<file path="src/rtl/timer_scheduler_if.sv">
// timer_scheduler_if
//   Bundles the requester/timer-side signals of timer_scheduler.
//   slave  : scheduler view (takes req/req_interval/expired, drives the rest)
//   master : requester/timer view (the opposite directions)
// Parameters: NREQ requesters, IW interval select width.
interface timer_scheduler_if #(
    parameter int NREQ = 4,
    parameter int IW   = 3
);
    logic [NREQ-1:0]    req;
    logic [NREQ*IW-1:0] req_interval;
    logic               expired;
    logic [NREQ-1:0]    grant;
    logic [NREQ-1:0]    done;
    logic               busy;
    logic [IW-1:0]      interval;
    logic               start_timer;

    modport slave (
        input  req, req_interval, expired,
        output grant, done, busy, interval, start_timer
    );

    modport master (
        output req, req_interval, expired,
        input  grant, done, busy, interval, start_timer
    );
endinterface

</file>
<file path="src/rtl/timer_scheduler.sv">
// timer_scheduler
//   Shares one countdown timer among NREQ requesters. A winner is picked from
//   the level requests, its interval index is latched onto `interval`, the
//   timer is (re)started with a one-cycle start_timer pulse, and when the
//   timer expires the owner gets a one-cycle done pulse.
//   Sequence: IDLE -> SELECT -> START -> RUN -> DONE -> IDLE.
//   Dropping the owner's req in SELECT/START/RUN aborts back to IDLE silently.
// Ports:
//   clock, reset   system clock, synchronous active-high reset
//   bus (slave)    req, req_interval, expired in; grant, done, busy,
//                  interval, start_timer out (all registered)
// Configuration:
//   TIMER_SCHED_RR_EN  defined: round-robin arbitration
//                      undefined: fixed priority, index 0 highest
module timer_scheduler #(
    parameter int NREQ = 4,
    parameter int IW   = 3
) (
    input  logic             clock,
    input  logic             reset,
    timer_scheduler_if.slave bus
);
    localparam int IDXW = $clog2(NREQ);

    typedef enum logic [2:0] {
        S_IDLE, S_SELECT, S_START, S_RUN, S_DONE
    } state_t;

    state_t            state, state_nx;
    logic [IDXW-1:0]   owner, owner_nx, win;
    logic              any_req, owner_req;
    logic [NREQ-1:0]   grant_q, grant_nx, done_q, done_nx;
    logic [IW-1:0]     interval_q, interval_nx;
    logic              busy_q, busy_nx, start_q, start_nx;

    assign any_req   = |bus.req;
    assign owner_req = bus.req[owner];

    // Arbiter. Loops run high-to-low so the lowest-ranked candidate is the
    // last assignment and therefore the winner.
`ifdef TIMER_SCHED_RR_EN
    // rr_ptr holds the first index to search, i.e. last winner + 1.
    logic [IDXW-1:0] rr_ptr;
    int              j;

    always_comb begin
        win = '0;
        j   = 0;
        for (int k = NREQ-1; k >= 0; k--) begin
            j = int'(rr_ptr) + k;
            if (j >= NREQ) j = j - NREQ;
            if (bus.req[j]) win = IDXW'(j);
        end
    end

    always_ff @(posedge clock) begin
        if (reset)
            rr_ptr <= '0;
        else if (state == S_IDLE && any_req)
            rr_ptr <= (int'(win) == NREQ-1) ? '0 : win + 1'b1;
    end
`else
    always_comb begin
        win = '0;
        for (int i = NREQ-1; i >= 0; i--)
            if (bus.req[i]) win = IDXW'(i);
    end
`endif

    // State and output registers
    always_ff @(posedge clock) begin
        if (reset) begin
            state      <= S_IDLE;
            owner      <= '0;
            grant_q    <= '0;
            done_q     <= '0;
            busy_q     <= 1'b0;
            interval_q <= '0;
            start_q    <= 1'b0;
        end else begin
            state      <= state_nx;
            owner      <= owner_nx;
            grant_q    <= grant_nx;
            done_q     <= done_nx;
            busy_q     <= busy_nx;
            interval_q <= interval_nx;
            start_q    <= start_nx;
        end
    end

    // Next state. In RUN an owner drop outranks a coincident expired.
    always_comb begin
        state_nx = state;
        case (state)
            S_IDLE:   if (any_req) state_nx = S_SELECT;
            S_SELECT: state_nx = owner_req ? S_START : S_IDLE;
            S_START:  state_nx = owner_req ? S_RUN : S_IDLE;
            S_RUN:    if (!owner_req)       state_nx = S_IDLE;
                      else if (bus.expired) state_nx = S_DONE;
            S_DONE:   state_nx = S_IDLE;
            default:  state_nx = S_IDLE;
        endcase
    end

    // Next values of the registered outputs, decoded from the next state so
    // each output lines up with the state it belongs to.
    always_comb begin
        owner_nx    = owner;
        grant_nx    = grant_q;
        interval_nx = interval_q;
        if (state == S_IDLE && any_req) begin
            owner_nx    = win;
            grant_nx    = NREQ'(1) << win;
            interval_nx = bus.req_interval[int'(win)*IW +: IW];
        end
        if (state_nx == S_IDLE) grant_nx = '0;
        // grant_q is the one-hot owner while in RUN
        done_nx  = (state_nx == S_DONE) ? grant_q : '0;
        start_nx = (state_nx == S_START);
        busy_nx  = (state_nx != S_IDLE);
    end

    assign bus.grant       = grant_q;
    assign bus.done        = done_q;
    assign bus.busy        = busy_q;
    assign bus.interval    = interval_q;
    assign bus.start_timer = start_q;
endmodule
</file>
<file path="src/flat_wrapper.sv">
// flat-port wrapper written by rule: the top's interface ports become plain ports
module timer_scheduler_flat 
#(
    parameter int NREQ = 4,
    parameter int IW   = 3
)
  (clock, reset, bus_req, bus_req_interval, bus_expired, bus_grant, bus_done, bus_busy, bus_interval, bus_start_timer);
  timer_scheduler_if #(.NREQ(NREQ), .IW(IW)) bus_i ();
  input  logic clock;
  input  logic reset;
  input wire logic [$bits(bus_i.req)-1:0] bus_req;
  input wire logic [$bits(bus_i.req_interval)-1:0] bus_req_interval;
  input wire logic [$bits(bus_i.expired)-1:0] bus_expired;
  output wire logic [$bits(bus_i.grant)-1:0] bus_grant;
  output wire logic [$bits(bus_i.done)-1:0] bus_done;
  output wire logic [$bits(bus_i.busy)-1:0] bus_busy;
  output wire logic [$bits(bus_i.interval)-1:0] bus_interval;
  output wire logic [$bits(bus_i.start_timer)-1:0] bus_start_timer;
  assign bus_i.req = bus_req;
  assign bus_i.req_interval = bus_req_interval;
  assign bus_i.expired = bus_expired;
  assign bus_grant = bus_i.grant;
  assign bus_done = bus_i.done;
  assign bus_busy = bus_i.busy;
  assign bus_interval = bus_i.interval;
  assign bus_start_timer = bus_i.start_timer;
  timer_scheduler #(.NREQ(NREQ), .IW(IW)) u_core (.clock(clock), .reset(reset), .bus(bus_i));
endmodule
</file>
<file path="config.mk">
export PLATFORM = sky130hd
export DESIGN_NAME = timer_scheduler_flat
export DESIGN_NICKNAME = d
export VERILOG_FILES = /design/src/rtl/timer_scheduler_if.sv /design/src/rtl/timer_scheduler.sv /design/src/flat_wrapper.sv
export SDC_FILE = /design/constraint.sdc
export NUM_CORES = 1
export LEC_CHECK = 0
export ABC_CLOCK_PERIOD_IN_PS = 2220
export CAP_MARGIN = 25
export CORE_MARGIN = 2
export CORE_UTILIZATION = 40
export CTS_CLUSTER_SIZE = 28
export DETAILED_ROUTE_END_ITERATION = 10
export PLACE_DENSITY = 0.78
export SYNTH_ARGS = -nofsm -noshare
export SYNTH_HDL_FRONTEND = slang
export SYNTH_SLANG_ARGS = --single-unit
</file>
<file path="constraint.sdc">
create_clock -name clock -period 2.22 [get_ports clock]
set_input_delay 0.222 -clock clock [delete_from_list [all_inputs] [get_ports clock]]
set_output_delay 0.222 -clock clock [all_outputs]
set_load 0.1 [all_outputs]
</file>
* Word-level counts from Yosys, hierarchy flattened
Index checks and enable logic that the tools add are counted.
Storage, ports and cells: output and inout port bits 13, register bits 18
Operators by class: reduce and logical (&&, ||, !) cells 7, bitwise gates (word level) 1, $lt $le $gt $ge 1, eq/ne operators 5, multiply operators 1, muxes and demuxes 12, shift-type cells 2
Operators by type and width (count):
- 12-bit by 32-bit indexed part select with 3-bit output | 1
- 2-bit 2-to-1 mux | 6
- 3-bit case mux with 4 select lines | 1
- 3-bit by 2-bit equality test with 1-bit output (second input constant) | 3
- 3-bit 2-to-1 mux | 3
- 3-bit zero test | 2
- 2-bit by 2-bit multiplier with 4-bit output (second input constant) | 1
- 2-bit OR reduction | 2
- 4-bit OR reduction | 1
- 1-bit by 2-bit left shift with 4-bit output (first input constant) | 1
- 3-bit by 1-bit equality test with 1-bit output (second input constant) | 1
- 3-bit equality test (second input constant) | 1
- 2-bit by 3-bit < comparator with 1-bit output (second input constant) | 1
- 3-bit nonzero test | 1
- 1-bit binary-select mux with 2-bit select | 1
- 1-bit logical AND | 1
- 1-bit 2-to-1 mux | 1
- 1-bit inverter | 1

* Longest topological paths before layout
depth in word-level cells 7, gate-level depth with buffers 4, depth with buffers taken out 3

* Worst setup path before layout
No wires, ideal clock.
path type reg2reg, start register, netlist name u_core.bus.grant[0], end register u_core.grant_q[0], in the netlist u_core.bus.grant[0], stages on the path, launching flop included 3, data arrival time 1.366 ns, setup slack 0.768 ns, path buffers 0, setup time 0.086 ns, path through dfxtp_1 -> o21ai_0 -> a211oi_1
RTL lines:
- to (signal assigned) | RTL line timer_scheduler.sv:83 | grant_q <= grant_nx;
- to (decl) | RTL line timer_scheduler.sv:32 | logic [NREQ-1:0] grant_q, grant_nx, done_q, done_nx;

* Worst setup path after layout
start input bus_req[3], end register u_core.grant_q[3], in the netlist u_core.bus.grant[3]
On the way: longest elaborated chain between the ends 6, elaborated cells on any way between the ends 16, classes of those cells 1 x shift; 11 x mux; 4 x reduce/logical
RTL lines:
- from (decl) | RTL line flat_wrapper.sv:11 | input wire logic [$bits(bus_i.req)-1:0] bus_req;
- 1-bit binary-select mux with 2-bit select | RTL line timer_scheduler.sv:37 | assign owner_req = bus.req[owner];
- 1-bit 2-to-1 mux (implied by the code) | RTL line timer_scheduler.sv:37
- 3-bit 2-to-1 mux, or another cell as far along | RTL line timer_scheduler.sv:98 | S_RUN: if (!owner_req) state_nx = S_IDLE;
- 3-bit case mux with 4 select lines | RTL line timer_scheduler.sv:94 | case (state)
- 3-bit zero test | RTL line timer_scheduler.sv:116 | if (state_nx == S_IDLE) grant_nx = '0;
- 2-bit OR reduction (no source line)
Several ways; a longest one is shown, not always the timed one. The select of a mux whose other input is x is not followed. A chain may end at the register's enable or synchronous reset.

==> results.py <==
metrics = {
    "outcome": {
        "outcome": "completed",
    },
    "synth": {
        "muxShareOfSynthArea_pct": 2.85,
        "synthTopCellsByArea": "dfxtp_1 (46%), a21oi_1 (5.7%), o21ai_0 (4.4%), a311oi_1 (3.3%), o221ai_1 (3.3%)",
        "yosysUniqueCellTypes": 29,
        "yosys.area_share.xor_xnor_pct": 0,
        "synth_top_area_share_pct": 45.6,
        "postSynthAreaPerCell_um2": 9.40,
        "yosys_warnings": 0,
        "synth_nets": 103,
        "synth_adder_area_share_pct": 0,
        "synth_top_family_by_area": "compound AO/OA/AOI/OAI gates",
        "synth_area_um2": 790,
        "yosys.area.top_type": "dfxtp_1",
        "synthSimpleGateAreaFrac_pct": 22.3,
        "synth_seq_cells": 18,
        "seq_area_frac_synth_pct": 45.6,
        "synth_common_cells": "dfxtp_1 (18), a21oi_1 (9), o21ai_0 (7), nor2_1 (6)",
        "async_flop_share_pct": 0,
        "synth_edf_count": 0,
        "synth_compound_area_share_pct": 25.5,
        "yosysMostFrequentCell": "dfxtp_1",
        "synthFlopType": "dfxtp_1",
        "synthCells": 84,
    },
    "floorplan": {
        "io_pins": 32,
        "initial_utilization_pct": 41.5,
        "dieWidth_um": 48.4,
        "fp.dieH_um": 48.4,
        "dieArea_mm2": 0.00234,
        "rows": 16,
        "core-area_mm2": 0.00190,
    },
    "global_routing": {
        "grt_pass1_wl_mm": 3.17,
        "track_usage_pct": 16.9,
        "grt_max_degree": 12,
        "overflow": 0,
        "grt_pass1_vias": 696,
        "grt_antenna_before_repair": 0,
    },
    "route": {
        "wire_per_inst_um": 13.4,
        "drt_first_pass_iters": 4,
        "wirelength_mm": 1.92,
        "maxUsedRoutingLayer": "met4",
        "met3_length_um": 104,
        "drt_iter0_markers": 23,
        "ant_nets": 0,
        "wl_met2_um": 903,
        "route.vias.total": 793,
        "routed_via_density": 5.55,
        "wl_met1_um": 871,
        "route.detailed.drc": 0,
    },
    "finish": {
        "n_antenna_cell": 0,
        "seq_area_um2": 360,
        "nNetsFinal": 136,
        "instances_no_fill": 143,
        "area_delta_synth_final_pct": 41.4,
        "drive_above_1_share_pct": 19.8,
        "final_core_util_pct": 58.7,
        "fill_cells": 175,
        "multi_input_comb_area_um2": 400,
    },
    "place": {
        "dp_hpwl_mm": 1.47,
        "place_inst": 139,
        "place_congestion": 0.799,
        "port_buffers": 31,
    },
    "clock_tree": {
        "cts_tree": "done",
        "clk_latency_ns": 0.30,
        "cts_max_path_buffers": 2,
        "clkSlewWorstSetupHoldPaths_ns": 0.11,
        "clockRootBuffer": "clkbuf_4",
        "cts_buffers": 3,
        "cts_sinks": 18,
        "cts_max_level": 1,
        "ctsHoldBuffers": 0,
        "cts_resized": 0,
        "post_cts_buffers": 0,
    },
    "timing": {
        "worst_pin_slew_ns": 0.605,
        "fmax_mhz": 629,
        "min_period_ns": 1.59,
        "maxSlewHeadroom_pct": 59.5,
        "fin_tns_setup_ns": 0,
        "setup_viol": 0,
        "rsz0062_at_grt": "false",
        "timing.final.hold_violations": 0,
        "fin_skew_ns": 0.0135,
        "hold_ws_ns": 0.491,
        "final_max_slew_viol_count": 0,
        "min_period_over_period_pct": 71.6,
    },
    "power": {
        "p_per_area_mw_per_mm2": 799,
        "leakagePower_nw": 0.423,
        "p_total_mw": 0.892,
        "ir_drop_uv": 345,
    },
    "setup_path": {
        "crit_required_ns": 2.41,
        "critPathArrivalTime_ns": 1.78,
        "rr_startpoint": "u_core.state[1]$_SDFF_PP0_",
        "worst_path_dominant_cell_family": "simple AND/OR/NAND/NOR gates",
        "startpoint_type": "input port",
        "slowest_delay_ns": 0.62,
        "cp-end-kind": "flip-flop",
        "r2r_end": "u_core.owner[0]$_SDFFE_PP0P_",
        "path_class": "input port to flip-flop",
        "crit_buf_inv": 1,
        "cpMaxStageDelayCell": "or4_4",
        "crit_fanout": 9,
        "r2r_setup_slack_ns": 0.77,
        "critPathLaunch": "bus_req[3]",
        "cp_cell_sequence": "clkdlybuf4s50_1 -> or4_4 -> o31ai_4 -> nor4_1",
        "ff2ff_path_depth": 3,
    },
    "min_path": {
        "min_from": "u_core.bus.grant[0]$_SDFFE_PP0P_",
        "min_to": "u_core.bus.done[0]$_SDFF_PP0_",
        "worstHoldPathCells": 1,
        "min_path_type": "flip-flop to flip-flop",
    },
    "flow_run": {
        "maxCapViolations": 0,
    },
}
-- stage by stage --
step / setup WS (ns) / cell area (um^2)
after floorplan: 0.768 / 790
after CTS: 0.639 / 1120
after detailed placement: 0.313 / 1080
after global placement: 0.338 / 1080
after global routing: 0.548 / 1120
final: 0.631 / 1120
-- worst max path at each step --
stage	to	slack, ns	cells after the start
2_1_floorplan	u_core.bus.grant[0]$_SDFFE_PP0P_	0.77	2
3_3_place_gp	u_core.bus.grant[3]$_SDFFE_PP0P_	0.34	4
3_5_place_dp	u_core.bus.grant[3]$_SDFFE_PP0P_	0.31	4
4_1_cts	u_core.bus.grant[3]$_SDFFE_PP0P_	0.64	4
5_1_grt	u_core.bus.grant[3]$_SDFFE_PP0P_	0.55	4
6_report	u_core.bus.grant[3]$_SDFFE_PP0P_	0.63	4
-- report_power, final --
group          total (mW)  switching (mW)  leakage, nW  internal [mW]
sequential          0.375          0.0235        0.147          0.351
clock               0.202           0.102       0.0210          0.100
combinational       0.315           0.220        0.255         0.0951
total               0.892           0.345        0.423          0.547
-- flip-flops by register name, indices dropped and copies added, names as in the netlist --
name,count
u_core.bus.busy,1
u_core.bus.start_timer,1
u_core.bus.grant,4
u_core.bus.done,4
u_core.state,3
u_core.owner,2
u_core.bus.interval,3
-- logic make-up (layout without fill, tap and decap cells) --
family,Yosys count,after routing
buffers and inverters,5,37
AO/OA/AOI/OAI,29,29
flip-flops,18,18
AND/OR/NAND/NOR,31,31
multiplexers,1,1
-- layout by cell type (no fill, tap or decap), types with 3 or more instances in the layout --
master	n
dfxtp_1	18
buf_4	13
clkdlybuf4s50_1	18
and2_1	4
nor2_1	6
o221ai_1	3
clkbuf_4	3
a21oi_1	9
nand2_1	4
o21ai_0	7
nor3_1	4
a311oi_1	3
a211oi_1	3
-- worst reg2reg max path, cell delays in order, from the launching register on --
cell and delay (ns):
dfxtp_1 0.40, nor3_2 0.54, o21ai_0 0.18, a221oi_1 0.25
-- final cells by class --
| class | instances | area share [%] |
|---|---|---|
| tap | 27 | 3.03 |
| sequential | 18 | 32.3 |
| clock buffer | 4 | 3.25 |
| timing repair buffer | 31 | 24.9 |
| inverter | 2 | 0.673 |
| multi-input combinational | 61 | 35.9 |
-- metal layers --
metal  vias up  GRT usage [%]
li1        383              -
met1       373           21.8
met2        31           28.2
met3         6           2.47
met4         0           7.14
met5         -              0
(Power assumes the default switching activity.)
